$ cat src/rtl/aes_round_ctrl.sv
// Moore FSM that sequences one AES encryption: load, then per round key fetch, SubBytes, ShiftRows/MixColumns, AddRoundKey.
// Optional abort/aborted ports are enabled by defining AES_ROUND_CTRL_ABORT_EN.
module aes_round_ctrl #(
  parameter int NR      = 10,
  parameter int SUB_LAT = 1
) (
  input  logic       clk,
  input  logic       rst,
  input  logic       start,
  input  logic       rk_ack,
`ifdef AES_ROUND_CTRL_ABORT_EN
  input  logic       abort,
  output logic       aborted,
`endif
  output logic       busy,
  output logic       done,
  output logic [3:0] round,
  output logic       ld_state,
  output logic       rk_req,
  output logic       sb_en,
  output logic       sr_en,
  output logic       mc_en,
  output logic       ark_en
);

  typedef enum logic [2:0] {
    IDLE = 3'd0,
    LOAD = 3'd1,
    KEY  = 3'd2,
    SB   = 3'd3,
    SRMC = 3'd4,
    ARK  = 3'd5,
    DONE = 3'd6
  } state_t;

  localparam logic [3:0] LAST_ROUND = 4'(NR);
  localparam logic [1:0] SB_LAST    = 2'(SUB_LAT - 1);

  state_t     state_reg, state_next;
  logic [3:0] round_reg, round_next;
  logic [1:0] sb_cnt_reg, sb_cnt_next;
`ifdef AES_ROUND_CTRL_ABORT_EN
  logic       aborted_reg, aborted_next;
`endif

  always_ff @(posedge clk or posedge rst) begin
    if (rst) begin
      state_reg   <= IDLE;
      round_reg   <= 4'd0;
      sb_cnt_reg  <= 2'd0;
`ifdef AES_ROUND_CTRL_ABORT_EN
      aborted_reg <= 1'b0;
`endif
    end else begin
      state_reg   <= state_next;
      round_reg   <= round_next;
      sb_cnt_reg  <= sb_cnt_next;
`ifdef AES_ROUND_CTRL_ABORT_EN
      aborted_reg <= aborted_next;
`endif
    end
  end

  always_comb begin
    state_next  = state_reg;
    round_next  = round_reg;
    sb_cnt_next = sb_cnt_reg;
`ifdef AES_ROUND_CTRL_ABORT_EN
    aborted_next = 1'b0;
`endif
    case (state_reg)
      IDLE: begin
        if (start) begin
          state_next = LOAD;
          round_next = 4'd0;
        end
      end
      LOAD: begin
        round_next = 4'd0;
        state_next = KEY;
      end
      KEY: begin
        // Round 0 is the initial key whitening only, so it skips straight to AddRoundKey.
        if (rk_ack) state_next = (round_reg == 4'd0) ? ARK : SB;
      end
      SB: begin
        if (sb_cnt_reg == SB_LAST) begin
          sb_cnt_next = 2'd0;
          state_next  = SRMC;
        end else begin
          sb_cnt_next = sb_cnt_reg + 2'd1;
        end
      end
      SRMC: state_next = ARK;
      ARK: begin
        if (round_reg == LAST_ROUND) begin
          state_next = DONE;
        end else begin
          round_next = round_reg + 4'd1;
          state_next = KEY;
        end
      end
      DONE: begin
        if (start) begin
          state_next = LOAD;
          round_next = 4'd0;
        end else begin
          state_next = IDLE;
        end
      end
      default: state_next = IDLE;
    endcase
`ifdef AES_ROUND_CTRL_ABORT_EN
    // Abort overrides every other transition taken while an encryption is in flight.
    if (abort && busy) begin
      state_next   = IDLE;
      round_next   = 4'd0;
      sb_cnt_next  = 2'd0;
      aborted_next = 1'b1;
    end
`endif
  end

  assign busy     = (state_reg == LOAD) || (state_reg == KEY) || (state_reg == SB) ||
                    (state_reg == SRMC) || (state_reg == ARK);
  assign done     = (state_reg == DONE);
  assign round    = round_reg;
  assign ld_state = (state_reg == LOAD);
  assign rk_req   = (state_reg == KEY);
  assign sb_en    = (state_reg == SB);
  assign sr_en    = (state_reg == SRMC);
  assign mc_en    = (state_reg == SRMC) && (round_reg != LAST_ROUND);
  assign ark_en   = (state_reg == ARK);
`ifdef AES_ROUND_CTRL_ABORT_EN
  assign aborted  = aborted_reg;
`endif

endmodule

$ cat config.mk
export PLATFORM = sky130hd
export DESIGN_NAME = aes_round_ctrl
export DESIGN_NICKNAME = d
export VERILOG_FILES = /design/src/rtl/aes_round_ctrl.sv
export SDC_FILE = /design/constraint.sdc
export NUM_CORES = 1
export LEC_CHECK = 0
export CAP_MARGIN = 0
export CORE_ASPECT_RATIO = 0.9
export CORE_MARGIN = 8
export CORE_UTILIZATION = 45
export CTS_BUF_LIST = sky130_fd_sc_hd__clkbuf_16
export CTS_CLUSTER_SIZE = 28
export DETAILED_ROUTE_END_ITERATION = 6
export GPL_ROUTABILITY_DRIVEN = 1
export PLACE_DENSITY_LB_ADDON = 0.25
export SYNTH_ARGS = -nofsm -noshare
export SYNTH_HDL_FRONTEND = slang
export SYNTH_SLANG_ARGS = --single-unit
$ cat constraint.sdc
create_clock -name clk -period 1.5 [get_ports clk]
set_input_delay 0.375 -clock clk [delete_from_list [all_inputs] [get_ports clk]]
set_output_delay 0.375 -clock clk [all_outputs]
set_load 0.02 [all_outputs]
; ---- After elaboration in Yosys (flattened, before gate mapping)
; Cells that the tools add are included.
[totals]
word_cells = 41
reg_bits = 9
[classes]
n_reduce_logical = 12
n_eq_ne = 13
add_sub_neg = 2
mux = 11
[op_table]
columns = cell, count
row1 = case mux 3 bit (7 select lines), 1
row2 = two-way mux 3 bit, 5
row3 = case mux 4 bit (3 select lines), 1
row4 = == test 3 bit (second input constant), 3
row5 = two-way mux 4 bit, 2
row6 = == test 3 x 2 -> 1 bit (second input constant), 2
row7 = != test 2 bit (second input constant), 3
row8 = AND reduction 3 bit, 2
row9 = adder 4 x 1 -> 4 bit (second input constant), 1
row10 = == test 4 bit (second input constant), 1
row11 = zero test 4 bit, 1
row12 = logical OR 1 bit, 4
row13 = != test 2 x 1 -> 1 bit (second input constant), 2
row14 = != test 4 bit (second input constant), 1
row15 = == test 3 x 1 -> 1 bit (second input constant), 1
row16 = zero test 3 bit, 1
row17 = nonzero test 3 bit, 1
row18 = adder 2 x 1 -> 2 bit (second input constant), 1
row19 = zero test 2 bit, 1
row20 = two-way mux 2 bit, 1
row21 = OR reduction 2 bit, 1
row22 = logical AND 1 bit, 1
row23 = two-way mux 1 bit, 1

; ---- Longest topological paths before layout
[depth]
depth_word = 5
ltp_mapped = 6
depth_no_buf = 6

; ---- Worst setup path after synthesis
; OpenSTA, ideal clock, no wires.
[synth_path]
path_kind = flip-flop to output port
from = register state_reg[1]
to = output mc_en
t_arrival_ps = 1303
slack_ps = -178
n_path_buf = 1
stages_incl_launch_ff = 5
path_cell_list = dfrtp_1 buf_2 nand2b_1 nor2_1 and2_1
[synth_between]
elab_chain_cells = 2
[synth_lines]
columns = element, line_no
row1 = from (decl), 39  ; state_t state_reg, state_next;
row2 = from (signal assigned), 55  ; state_reg <= state_next;
row3 = == test 3 bit, --
row4 = named net sr_en, 21  ; output logic sr_en,
row5 = logical AND 1 bit, 132  ; assign mc_en = (state_reg == SRMC) && (round_reg != LAST_ROUND);
row6 = to (decl), 22  ; output logic mc_en,
; The timed path passes the listed nets, and every way through them passes these cells.

; ---- Worst setup path after layout
[layout_path]
from = register state_reg[1]
to = output done
[layout_between]
elab_chain_cells = 1
[layout_lines]
columns = element, line_no
row1 = == test 3 bit, 126  ; assign done = (state_reg == DONE);
row2 = to (decl), 16  ; output logic done,
; Every way passes these cells.

==> metrics.md <==
| Metric | Value |
|---|---|
| Wirelength per Cell | around 18 um |
| Num rows | 13 |
| I/O pin count | 16 |
| RSZ-0062 raised after global routing | yes |
| First DRT Iteration DRCs | 17 |
| Power density over the cells | 1870 mW/mm^2 |
| Mapped Avg Cell Area | 8.91 um^2 |
| Antenna fix cells | 0 |
| Hold Fails Final Rpt | 0 |
| CP max FO | 5 |
| Total wire length | approximately 2500 um |
| Routed length on met2 | ~1200 um |
| Sequential area share after synthesis | between 30% and 40% |
| CTS Sinks | 9 |
| Dpl cell area | around 950 um^2 |
| Gate Count Post-Synth | 74 |
| Clock transition at the registers of the reported paths | about 40 ps |
| Clk pwr share | around 21% |
| Most frequent cells in the layout | 27 x buf_4, 11 x buf_6, 7 x inv_1, 7 x nand2_1, 7 x dfrtp_1 |
| Clock root buffer | clkbuf_16 |
| Tmin final | between 1500 and 2000 ps |
| Initial Util | between 40 and 50% |
| Detailed Place HPWL | roughly 1400 um |
| Drt drc | 0 |
| Synth Flop Type | dfrtp_1 |
| Longest Clk Path Bufs | 2 |
| Startpoint types | flip-flop |
| Met3 wire length | approximately 130 um |
| Top sig layer | met4 |
| Violated checks | negative setup slack |
| Final setup vio count | 7 |
| Die H | roughly 52 um |
| Via density | 5.83 |
| Ranking of synthesized cells by area | dfrtp_1 34%, ha_1 9.5%, o21ai_1 4.6% |
| Cts hold-fix bufs | 0 |
| Clock Skew | between 0.9 and 1 ps |
| Sequential share of power | ~16% |
| Worst hold slack | just over 400 ps |
| Yosys Warn Count | 0 |
| Post-synth cell types | 33 |
| Crit. End Element | primary output |
| Port-buffer cells | 15 |
| Nets | 130 |
| H-tree depth | 1 |
| Post-synthesis register bit count | 9 |
| Critical path required time | around 1100 ps |
| Switching Share | between 30% and 40% |
| Asr flop ratio synth | between 90% and 100% |
| DR pass1 iterations | 4 |
| Final Cell Area | ~0.0012 mm^2 |
| CTS tree | built |
| Max_slew headroom | about 76% |
| DIE AREA | around 0.0029 mm^2 |
| Hold Crit Class | input port to asynchronous set/reset pin |
| Synth area leader | dfrtp_1 |
| Most common cell after layout, fill and taps aside | buf_4 |
| Vias in the first global route | roughly 690 |
| Internal | about 1400 uW |
| GR Overflow Total | 0 |
| Skew-Pair Late Insertion Delay | around 240 ps |
| Routed Antenna Nets | 0 |
| TritonCTS Buffers | 3 |
| P_sw | 896 uW |
| All-layer global routing usage | between 10 and 15% |
| Final worst slack | -104 ps |
| Initial antenna violation count | 0 |
| P&R area growth vs syn | 83.5% |
| Critical path class | flip-flop to primary output |
| Post-synthesis cell area | around 660 um^2 |
| Status | finished with violations |
| Wl on met1 | 1070 um |
| Pre-CTS setup slack | -336 ps |
| Largest net degree at the start of global routing | 11 |
| Maximum VDD drop | around 1.4 mV |
| Synthesized Nets | 83 |
| GPL Wtd Cong | 0.841 |
| Worst slew pin tran | around 360 ps |
| Total vias in the final route | about 790 |
| Crit path DAT | 1230 ps |
| Share of cells above drive strength 1 | between 50% and 60% |
| Achievable frequency | approximately 620 MHz |
| Max-slew violation count | 0 |
| Max cap viols | 0 |
| Worst R2R Start | state_reg[0]$_DFFE_PP0P_ |
| Power share of the combinational group | 63.5% |
| Core box area | 0.00142 mm^2 |
| First-pass GRT wire length | around 3200 um |
| Largest register FFs | 4 |
| Critical Path Start | state_reg[1]$_DFFE_PP0P_ |
| Crit share post-route | 107% |
| Post-synth EDFFs | 0 |
| Die width | about 56 um |
| Yosys top cell area share | between 30% and 40% |
| Leakage | roughly 0.00063 uW |
[cell type report]
cell class	instances	area (um^2)
Multi-Input combinational cell	53	458
Timing Repair Buffer	45	385
Sequential cell	9	228
Fill cell	77	205
Clock buffer	3	75.1
Inverter	9	41.3
Tap cell	15	18.8
Clock inverter	1	3.75
[worst max-delay path, stage by stage, from the launching register on]
cell and delay (ps):
dfrtp_1 420, buf_6 130, buf_6 120, nand2b_4 90, nor2_4 110, buf_6 130
[routing by layer]
metal	track usage [%]	vias to the layer above
li1	-	353
met1	16.4	391
met2	22.5	32
met3	5.34	11
met4	7.20	0
met5	0	-
[metrics by stage]
step / cells / setup TNS, ps / total power (uW) / utilization [%]
2_1_floorplan: 74 / 0 / 905 / -
3_3_place_gp: 119 / -1730 / 1320 / 67.4
3_5_place_dp: 119 / -1910 / 1340 / 67.4
4_1_cts: 127 / -363 / 1910 / 75.7
5_1_grt: 135 / -673 / 2380 / 85.5
6_report: 135 / -439 / 2260 / 85.5
[cell families (layout without fill, tap and decap cells)]
family	Yosys count	in the layout	synth area share (%)
flops	9	9	34.2
fa+ha+maj	5	5	9.49
mux	4	4	6.45
buf+inv	12	58	8.54
simple gates	25	25	23.2
compound gates	19	19	18.2
[power by group through the flow]
| stage | clock network (uW) | logic (uW) | registers (uW) |
|---|---|---|---|
| after floorplan | 0 | 565 | 341 |
| after global placement | 0 | 971 | 345 |
| after detailed placement | 0 | 987 | 349 |
| after CTS | 475 | 1090 | 344 |
| after global routing | 498 | 1520 | 362 |
| final | 467 | 1430 | 359 |
[cell usage after synthesis, drive strengths merged, types with 3 or more instances]
cell type and number:
buf 3, a21oi 3, ha 5, nand2 7, o21ai 7, nand2b 3, inv 9, dfrtp 9
nor2 6
[repair_timing]
action                                  4_1_cts  5_1_grt
gates resized for setup                      53       26
buffers inserted                              4        8
pin swaps                                     0        3
endpoints found under the setup margin       12       11
[worst paths after layout]
kind | to | slack (ps) | cells past startpoint
max in group asynchronous | state_reg[0]$_DFFE_PP0P_ | 810 | 2
hold reg to reg | sb_cnt_reg[0]$_DFFE_PP0N_ | 500 | 1
hold / removal | round[2]$_DFFE_PP0P_ | 400 | 2
min in group clk | sb_cnt_reg[0]$_DFFE_PP0N_ | 500 | 1
setup / recovery | done | -100 | 5
setup reg to reg | round[1]$_DFFE_PP0P_ | 60 | 6
Power figures use the tool's default switching activity.
